File: src/rtl/shift_right_serial.sv
// Serial right shifter: one bit per clock, logical or arithmetic fill.
// Operands are captured on the accepted Start edge. The result is valid in the
// DONE cycle and stays on DataOut until the next accepted Start.
// WIDTH must equal 2**SHW.
module shift_right_serial #(
  parameter int WIDTH = 32,
  parameter int SHW   = 5
) (
  input  logic             Clk,
  input  logic             Reset,
  input  logic             Start,
  input  logic [WIDTH-1:0] DataIn,
  input  logic [SHW-1:0]   Shamt,
  input  logic             Arith,
  output logic [WIDTH-1:0] DataOut,
  output logic             Busy,
  output logic             Done
);

  typedef enum logic [1:0] {IDLE, SHIFT, DONE} state_t;

  state_t           state_q;
  logic [WIDTH-1:0] data_q;
  logic [SHW-1:0]   count_q;
  logic             arith_q;
  logic             busy_q;
  logic             done_q;
  logic             fill;

  // Sign fill only for an arithmetic op; the working register's MSB is the sign.
  assign fill = arith_q & data_q[WIDTH-1];

  // FSM, datapath and registered Busy/Done. Busy and Done are loaded with the
  // decode of the state being entered, so they always match state_q.
  always_ff @(posedge Clk) begin
    if (Reset) begin
      state_q <= IDLE;
      data_q  <= '0;
      count_q <= '0;
      arith_q <= 1'b0;
      busy_q  <= 1'b0;
      done_q  <= 1'b0;
    end else begin
      case (state_q)
        IDLE: begin
          if (Start) begin
            data_q  <= DataIn;
            count_q <= Shamt;
            arith_q <= Arith;
            busy_q  <= 1'b1;
            if (Shamt == '0) begin
              // Zero shift: result is already in place.
              state_q <= DONE;
              done_q  <= 1'b1;
            end else begin
              state_q <= SHIFT;
              done_q  <= 1'b0;
            end
          end
        end
        SHIFT: begin
          data_q  <= {fill, data_q[WIDTH-1:1]};
          count_q <= count_q - SHW'(1);
          if (count_q == SHW'(1)) begin
            state_q <= DONE;
            done_q  <= 1'b1;
          end
        end
        DONE: begin
          state_q <= IDLE;
          busy_q  <= 1'b0;
          done_q  <= 1'b0;
        end
        default: begin
          state_q <= IDLE;
          busy_q  <= 1'b0;
          done_q  <= 1'b0;
        end
      endcase
    end
  end

  assign DataOut = data_q;
  assign Busy    = busy_q;
  assign Done    = done_q;

endmodule

File: config.mk
export PLATFORM = sky130hd
export DESIGN_NAME = shift_right_serial
export DESIGN_NICKNAME = d
export VERILOG_FILES = /design/src/rtl/shift_right_serial.sv
export SDC_FILE = /design/constraint.sdc
export NUM_CORES = 1
export LEC_CHECK = 0
export CORE_MARGIN = 8
export CORE_UTILIZATION = 43
export CTS_BUF_LIST = sky130_fd_sc_hd__clkbuf_16
export CTS_CLUSTER_SIZE = 20
export DETAILED_ROUTE_END_ITERATION = 6
export PLACE_DENSITY_LB_ADDON = 0.25
export SYNTH_ARGS = -nofsm -noshare
export SYNTH_HDL_FRONTEND = slang
export SYNTH_SLANG_ARGS = --single-unit
export TNS_END_PERCENT = 100
File: constraint.sdc
create_clock -name Clk -period 1.6 [get_ports Clk]
set_input_delay 0.32 -clock Clk [delete_from_list [all_inputs] [get_ports Clk]]
set_output_delay 0.32 -clock Clk [all_outputs]
set_load 0.01 [all_outputs]
==> flow_results.xml, run 1 <==
<?xml version="1.0" encoding="UTF-8"?>
<metrics>
  <group name="place">
    <metric name="half_perimeter_wire_length_of_the_detailed_placement_result" unit="um">3850</metric>
    <metric name="numPortBuffers" unit="">74</metric>
    <metric name="place.detailed.instances" unit="">361</metric>
    <metric name="place_congestion" unit="">0.838</metric>
  </group>
  <group name="grt">
    <metric name="grt_pass1_wl" unit="um">8670</metric>
    <metric name="grtUsageTotal" unit="%">16.0</metric>
    <metric name="grt_max_degree" unit="">44</metric>
    <metric name="antenna_found_initial" unit="">0</metric>
    <metric name="gr-total-overflow" unit="">0</metric>
    <metric name="vias_in_the_first_global_route" unit="">1927</metric>
  </group>
  <group name="run_status">
    <metric name="outcome" unit="">finished clean</metric>
  </group>
  <group name="critical_path">
    <metric name="worst-endpoint-required" unit="ns">1.28</metric>
    <metric name="crit_fanout" unit="">3</metric>
    <metric name="path_delay_family" unit="">buffers and inverters</metric>
    <metric name="worstSetupEndpointType" unit="">output port</metric>
    <metric name="timing.setup.critical_path_class" unit="">flip-flop to output port</metric>
    <metric name="critical_path.cell_chain" unit="">clkdlybuf4s50_1</metric>
    <metric name="crit_buf_inv" unit="">1</metric>
    <metric name="crit_path_max_incr_delay" unit="ns">0.57</metric>
    <metric name="timing.critical_path.arrival" unit="ns">1.22</metric>
    <metric name="cp_slowest_cell" unit="">sky130_fd_sc_hd__clkdlybuf4s50_1</metric>
    <metric name="cp-start-kind" unit="">flip-flop</metric>
  </group>
  <group name="sta">
    <metric name="slew-limit-headroom" unit="%">79.1</metric>
    <metric name="worst-slew-pin-transition" unit="ns">0.309</metric>
    <metric name="post-route-min-period" unit="ns">1.54</metric>
    <metric name="report.final.setup_viol" unit="">0</metric>
    <metric name="timing.final.crit_share" unit="%">96.3</metric>
    <metric name="clock_skew" unit="ns">0.00275</metric>
    <metric name="final_hold_viol_count" unit="">0</metric>
    <metric name="timing_max_transition_violations_final" unit="">0</metric>
    <metric name="maximum_achievable_frequency" unit="GHz">0.649</metric>
  </group>
  <group name="route">
    <metric name="avgViaCountPerCell" unit="">5.34</metric>
    <metric name="drtPass1Iterations" unit="">4</metric>
    <metric name="dr_total_vias" unit="">1993</metric>
    <metric name="drt.antenna.violating_nets" unit="">0</metric>
    <metric name="initialDrtViolationCount" unit="">126</metric>
    <metric name="drc" unit="">0</metric>
    <metric name="postRouteWirelength" unit="um">5680</metric>
    <metric name="avgRoutedWirePerCell" unit="um">15.2</metric>
  </group>
  <group name="synthesis">
    <metric name="synth_simple_gate_area_share" unit="%">28.0</metric>
    <metric name="ff_latch_count_synth" unit="">41</metric>
    <metric name="yosys.cell_types.count" unit="">27</metric>
    <metric name="total_nets_after_synthesis" unit="">286</metric>
    <metric name="synth-compound-area-share" unit="%">19.5</metric>
    <metric name="xor_xnor_share_of_the_synthesized_area" unit="%">0.466</metric>
    <metric name="synth-async-reset-ratio" unit="%">0</metric>
    <metric name="synth_mux_area_share" unit="%">0.533</metric>
    <metric name="synth_top_family_by_area" unit="">simple AND/OR/NAND/NOR gates</metric>
    <metric name="synth-edff-count" unit="">0</metric>
    <metric name="ys.warnings.count" unit="">0</metric>
    <metric name="yosysSeqAreaShare" unit="%">43.7</metric>
    <metric name="synth_ff_type" unit="">sky130_fd_sc_hd__dfxtp_1</metric>
    <metric name="post_synth_fa_ha_maj_area_fraction" unit="%">1.33</metric>
    <metric name="post_synth_inst_count" unit="">243</metric>
    <metric name="syn-mean-instance-area" unit="sq um">7.73</metric>
    <metric name="mappedNetlistArea" unit="sq mm">0.00188</metric>
  </group>
  <group name="clock_tree">
    <metric name="htree_levels" unit="">2</metric>
    <metric name="clock_sink_count" unit="">41</metric>
    <metric name="worstSkewPairLatency" unit="ns">0.28</metric>
    <metric name="cts_buffer_depth" unit="">2</metric>
    <metric name="clock_tree.root_cell" unit="">sky130_fd_sc_hd__clkbuf_16</metric>
    <metric name="worst_setup_hold_path_clk_slew" unit="ns">0.06</metric>
    <metric name="holdBufCountCts" unit="">0</metric>
    <metric name="tritoncts" unit="">yes</metric>
    <metric name="total_cts_buffers" unit="">5</metric>
  </group>
  <group name="finish">
    <metric name="mostFrequentLayoutCells" unit="">73 x sky130_fd_sc_hd__clkdlybuf4s50_1, 64 x sky130_fd_sc_hd__nand2_1, 42 x sky130_fd_sc_hd__nor2_1, 40 x sky130_fd_sc_hd__dfxtp_1, 32 x sky130_fd_sc_hd__a311oi_1</metric>
    <metric name="most_common_library_cell_in_the_layout_ignoring_fill_and_taps" unit="">sky130_fd_sc_hd__clkdlybuf4s50_1</metric>
    <metric name="final_cells" unit="">373</metric>
    <metric name="fillerInstances" unit="">368</metric>
    <metric name="finish.net_count" unit="">363</metric>
    <metric name="antenna_cells" unit="">0</metric>
    <metric name="flow.area_growth_from_synthesis" unit="%">59.0</metric>
    <metric name="drive_above_1_share" unit="%">8.72</metric>
  </group>
  <group name="floorplanning">
    <metric name="io_pins" unit="">75</metric>
    <metric name="die-height" unit="um">82.1</metric>
    <metric name="initial_utilization" unit="%">43.8</metric>
    <metric name="core_box_area" unit="sq mm">0.00429</metric>
    <metric name="floorplan.rows" unit="">24</metric>
    <metric name="die-area" unit="sq mm">0.00674</metric>
    <metric name="dieWidth" unit="um">82.1</metric>
  </group>
  <group name="power">
    <metric name="irDropWorstVdd" unit="mV">0.809</metric>
    <metric name="pwr_density_cell" unit="mW/mm^2">1110</metric>
    <metric name="post-layout-total-power" unit="mW">3.32</metric>
    <metric name="cellLeakagePower" unit="nW">1.20</metric>
  </group>
  <group name="hold_path">
    <metric name="worst_hold_path_type" unit="">flip-flop to flip-flop</metric>
  </group>
  <group name="run">
    <metric name="drv.max_cap_violation_count" unit="">0</metric>
  </group>
</metrics>
-- metrics by stage --
stage	setup WS [ns]	hold WS [ns]	area (sq um)	util, %	setup TNS, ns
after floorplan	0.333	0.461	1880	-	0
after global placement	-0.120	0.477	2750	64.1	-2.56
after detailed placement	-0.180	0.485	2750	64.1	-4.34
after CTS	0.0282	0.491	2920	67.9	0
after global routing	-0.0332	0.503	2990	69.6	-0.115
final	0.0599	0.487	2990	69.6	0
-- area by class of cell --
class / count / area, sq um / share of cell area (%)
multi-input cells: 178 / 946 / 31.7
inverters: 3 / 11.3 / 0.377
repair buffers: 91 / 981 / 32.8
clock buffers: 5 / 125 / 4.19
well taps: 52 / 65.1 / 2.18
flip-flops and latches: 41 / 822 / 27.5
clock inverters: 3 / 37.5 / 1.26
-- path summary, 6_finish.rpt --
kind                                   from           to  depth (start not counted)  slack [ns]
worst max-delay path             DataOut[1]   DataOut[1]                          1        0.06
worst max register to register   state_q[0]         Done                          4        0.15
worst min register to register  DataOut[29]  DataOut[28]                          2        0.49
worst min-delay path            DataOut[29]  DataOut[28]                          2        0.49
-- synth_stat cells (all sizes together) (2+ instances only) --
| cell | count | area (sq um) |
|---|---|---|
| a21oi | 7 | 35.0 |
| nand2 | 64 | 240 |
| ha | 2 | 25.0 |
| nand3 | 2 | 10.0 |
| a31oi | 2 | 12.5 |
| o21ai | 3 | 15.0 |
| a311oi | 32 | 280 |
| dfxtp | 41 | 821 |
| inv | 3 | 11.3 |
| buf | 16 | 92.6 |
| nor2 | 44 | 168 |
| clkbuf | 5 | 18.8 |
| nor2b | 4 | 25.0 |
| nor3 | 7 | 35.0 |
-- report_power, final --
group / switching [mW] / internal (mW)
combinational: 0.429 / 0.525
sequential: 0.108 / 1.15
clock: 0.380 / 0.724
-- flip-flops by register name (all words and copies together) (netlist names) --
signal,flops
DataOut,32
Done,1
Busy,1
count_q,5
arith_q,1
state_q,1
-- timing repair --
item	CTS	global route
pin swaps	0	2
gates resized for setup	1	2
endpoints found under the setup margin	1	3
cloned	0	2
setup buffers	0	2
hold endpoints to repair	0	0
-- layer usage --
| layer | routed length, um | vias up | global-route usage [%] | part of all wire (%) |
|---|---|---|---|---|
| met2 | 2870 | 63 | 27.5 | 51 |
| met5 | 0 | - | 0 | 0 |
| met3 | 422 | 8 | 4.55 | 7.4 |
| met4 | 59 | 0 | 5.61 | 1.0 |
| met1 | 2330 | 924 | 18.5 | 41 |
| li1 | - | 998 | - | - |
-- cell families after synthesis --
family	Yosys count
xor+xnor	1
buf+inv	24
mux	1
compound gates	47
simple gates	127
fa+ha+maj	2
flops	41
(Power assumes the default switching activity.)
==> run 2: changes to the inputs <==
--- a/config.mk
+++ b/config.mk
@@ -8,8 +8,10 @@
 export CORE_MARGIN = 8
 export CORE_UTILIZATION = 43
 export CTS_BUF_LIST = sky130_fd_sc_hd__clkbuf_16
+export CTS_CLUSTER_DIAMETER = 120
 export CTS_CLUSTER_SIZE = 20
 export DETAILED_ROUTE_END_ITERATION = 6
+export MAX_ROUTING_LAYER = met4
 export PLACE_DENSITY_LB_ADDON = 0.25
 export SYNTH_ARGS = -nofsm -noshare
 export SYNTH_HDL_FRONTEND = slang
==> run 2 against run 1 <==
  * Cell count unchanged
  * Sequential share of layout area unchanged
  * Clock skew decreased by 0.00058 ns
  * Power decreased by 0.14%
  * Utilization unchanged
  * Fmax increased by 0.52%
  * Global-route usage increased by 0.48 points
  * Critical path depth unchanged
  * Flip-flop and latch count unchanged
  * Combinational power about the same
  * Hold slack improved by 0.0011 ns
  * Largest power group unchanged
==> flow_results.xml, run 2 (same netlist as run 1, synthesis figures left out) <==
<?xml version="1.0" encoding="UTF-8"?>
<metrics>
  <group name="critical_path">
    <metric name="cp-start-kind" unit="">flip-flop</metric>
    <metric name="critical_path.startpoint" unit="">DataOut[1]</metric>
    <metric name="timing.critical_path.arrival" unit="ns">1.21</metric>
    <metric name="timing.setup.critical_path_class" unit="">flip-flop to output port</metric>
    <metric name="worst-endpoint-required" unit="ns">1.28</metric>
    <metric name="critical_path.cell_chain" unit="">clkdlybuf4s50_1</metric>
    <metric name="timing.rr.start" unit="">state_q[0]</metric>
    <metric name="ff2ff_setup_slack" unit="ns">0.15</metric>
    <metric name="crit_buf_inv" unit="">1</metric>
    <metric name="worstSetupEndpointType" unit="">output port</metric>
    <metric name="crit_path_max_incr_delay" unit="ns">0.57</metric>
    <metric name="crit_end" unit="">DataOut[1]</metric>
    <metric name="reg2reg_to" unit="">DataOut[8]</metric>
    <metric name="crit_fanout" unit="">3</metric>
    <metric name="r2r.worst_path.cells" unit="">5</metric>
    <metric name="path_delay_family" unit="">buffers and inverters</metric>
    <metric name="cp_slowest_cell" unit="">sky130_fd_sc_hd__clkdlybuf4s50_1</metric>
    <metric name="worst-path-stages" unit="">1</metric>
  </group>
  <group name="clock_tree">
    <metric name="total_cts_buffers" unit="">5</metric>
    <metric name="worstSkewPairLatency" unit="ns">0.28</metric>
    <metric name="clock_sink_count" unit="">41</metric>
    <metric name="cts_buffer_depth" unit="">2</metric>
    <metric name="holdBufCountCts" unit="">0</metric>
    <metric name="tritoncts" unit="">yes</metric>
    <metric name="worst_setup_hold_path_clk_slew" unit="ns">0.06</metric>
    <metric name="htree_levels" unit="">2</metric>
    <metric name="clock_tree.root_cell" unit="">sky130_fd_sc_hd__clkbuf_16</metric>
  </group>
  <group name="power">
    <metric name="pwr_density_cell" unit="mW/mm^2">1110</metric>
    <metric name="total_switching_power" unit="uW">913</metric>
    <metric name="p_comb_share" unit="%">28.8</metric>
    <metric name="switching_share" unit="%">27.6</metric>
    <metric name="post-layout-total-power" unit="mW">3.31</metric>
    <metric name="power.share.clock" unit="%">33.2</metric>
    <metric name="power_report.internal_total" unit="mW">2.40</metric>
    <metric name="irDropWorstVdd" unit="mV">0.809</metric>
    <metric name="cellLeakagePower" unit="nW">1.20</metric>
    <metric name="seq_power_share" unit="%">38.0</metric>
  </group>
  <group name="finish">
    <metric name="most_common_library_cell_in_the_layout_ignoring_fill_and_taps" unit="">sky130_fd_sc_hd__clkdlybuf4s50_1</metric>
    <metric name="flow.area_growth_from_synthesis" unit="%">59.0</metric>
    <metric name="mostFrequentLayoutCells" unit="">73 x sky130_fd_sc_hd__clkdlybuf4s50_1, 64 x sky130_fd_sc_hd__nand2_1, 42 x sky130_fd_sc_hd__nor2_1, 40 x sky130_fd_sc_hd__dfxtp_1, 32 x sky130_fd_sc_hd__a311oi_1</metric>
    <metric name="finish.utilization" unit="%">69.6</metric>
    <metric name="drive_above_1_share" unit="%">8.72</metric>
    <metric name="antenna_cells" unit="">0</metric>
    <metric name="number_of_flip_flops_in_the_largest_register" unit="">32</metric>
    <metric name="finish.net_count" unit="">363</metric>
    <metric name="finalInstanceArea" unit="sq mm">0.00299</metric>
  </group>
  <group name="place">
    <metric name="half_perimeter_wire_length_of_the_detailed_placement_result" unit="um">3850</metric>
    <metric name="dp_slack" unit="ns">-0.180</metric>
    <metric name="place_congestion" unit="">0.851</metric>
    <metric name="post_dp_cell_area" unit="sq mm">0.00275</metric>
    <metric name="numPortBuffers" unit="">74</metric>
  </group>
  <group name="route">
    <metric name="drtPass1Iterations" unit="">5</metric>
    <metric name="dr_total_vias" unit="">1994</metric>
    <metric name="avgViaCountPerCell" unit="">5.35</metric>
    <metric name="postRouteWirelength" unit="um">5680</metric>
    <metric name="initialDrtViolationCount" unit="">127</metric>
    <metric name="drc" unit="">0</metric>
    <metric name="drt.antenna.violating_nets" unit="">0</metric>
    <metric name="avgRoutedWirePerCell" unit="um">15.2</metric>
  </group>
  <group name="grt">
    <metric name="met3_usage" unit="%">4.22</metric>
    <metric name="global_route.usage.met2" unit="%">27.5</metric>
    <metric name="grtUsageTotal" unit="%">16.5</metric>
    <metric name="groute.layer.met1.usage" unit="%">18.7</metric>
    <metric name="grt_max_degree" unit="">44</metric>
    <metric name="vias_in_the_first_global_route" unit="">1930</metric>
    <metric name="gr-total-overflow" unit="">0</metric>
    <metric name="grt_pass1_wl" unit="um">8670</metric>
    <metric name="grt_busiest_layer" unit="">met2</metric>
    <metric name="antenna_found_initial" unit="">0</metric>
  </group>
  <group name="sta">
    <metric name="timing.final.crit_share" unit="%">95.8</metric>
    <metric name="post-route-min-period" unit="ns">1.53</metric>
    <metric name="final.setup.worst_slack" unit="ns">0.0678</metric>
    <metric name="final_hold_viol_count" unit="">0</metric>
    <metric name="clock_skew" unit="ns">0.00217</metric>
    <metric name="worst-slew-pin-transition" unit="ns">0.291</metric>
    <metric name="slew-limit-headroom" unit="%">80.5</metric>
    <metric name="fin_tns_setup" unit="ns">0</metric>
    <metric name="timing_max_transition_violations_final" unit="">0</metric>
    <metric name="maximum_achievable_frequency" unit="GHz">0.653</metric>
    <metric name="report.final.setup_viol" unit="">0</metric>
  </group>
  <group name="floorplanning">
    <metric name="floorplan.rows" unit="">24</metric>
    <metric name="die-height" unit="um">82.1</metric>
    <metric name="core_box_area" unit="sq mm">0.00429</metric>
    <metric name="io_pins" unit="">75</metric>
    <metric name="die-area" unit="sq mm">0.00674</metric>
    <metric name="dieWidth" unit="um">82.1</metric>
    <metric name="initial_utilization" unit="%">43.8</metric>
  </group>
  <group name="run_status">
    <metric name="outcome" unit="">finished clean</metric>
  </group>
  <group name="run">
    <metric name="drv.max_cap_violation_count" unit="">0</metric>
  </group>
  <group name="hold_path">
    <metric name="worst_hold_path_type" unit="">flip-flop to flip-flop</metric>
  </group>
</metrics>
==> run 2: cell counts in the layout (fill, tap and decap cells not counted) <==
No cell type changed its count.
==> run 2: cell type report <==
class	count	area, sq um
clock buffers	5	125
clock inverters	3	37.5
fillers	368	1310
inverters	3	11.3
multi-input cells	178	946
flip-flops and latches	41	822
well taps	52	65.1
repair buffers	91	981
==> run 2: timing repair <==
action / 4_1_cts / 5_1_grt
setup endpoints to repair: 1 / 3
pin swaps: 0 / 2
cloned: 0 / 2
resized for setup: 1 / 2
setup buffers: 0 / 2
==> run 2: worst min-delay path by stage <==
stage | startpoint | endpoint | slack (ns) | cells past startpoint
finish | DataOut[29] | DataOut[28] | 0.49 | 2
global route | DataOut[29] | DataOut[28] | 0.50 | 2
CTS | DataOut[29] | DataOut[28] | 0.49 | 2
detailed placement | DataOut[19] | DataOut[18] | 0.48 | 2
global placement | arith_q | arith_q | 0.48 | 2
floorplan | arith_q | arith_q | 0.46 | 2
==> run 2: power by group through the flow <==
stage          clock network [mW]  registers [mW]  logic (mW)
2_1_floorplan                   0            1.31       0.403
3_3_place_gp                    0            1.28       0.886
3_5_place_dp                    0            1.28       0.904
4_1_cts                      1.11            1.26       0.911
5_1_grt                      1.16            1.28        1.04
6_report                     1.10            1.26       0.954
==> run 2: through the flow <==
stage	hold WS [ns]	instances
floorplan	0.461	243
global placement	0.477	361
detailed placement	0.485	361
CTS	0.491	369
global route	0.503	373
finish	0.488	373
==> run 2: routing by layer <==
layer	share of wire (%)	vias to the layer above
met5	0	-
met4	1.0	0
met3	6.4	8
met2	51	56
met1	42	932
li1	-	998
==> run 3: changes to the inputs <==
--- a/config.mk
+++ b/config.mk
@@ -5,6 +5,7 @@
 export SDC_FILE = /design/constraint.sdc
 export NUM_CORES = 1
 export LEC_CHECK = 0
+export CAP_MARGIN = 20
 export CORE_MARGIN = 8
 export CORE_UTILIZATION = 43
 export CTS_BUF_LIST = sky130_fd_sc_hd__clkbuf_16
==> results of run 3 <==
Final layout, timing and power as in run 2 (identical DEF).
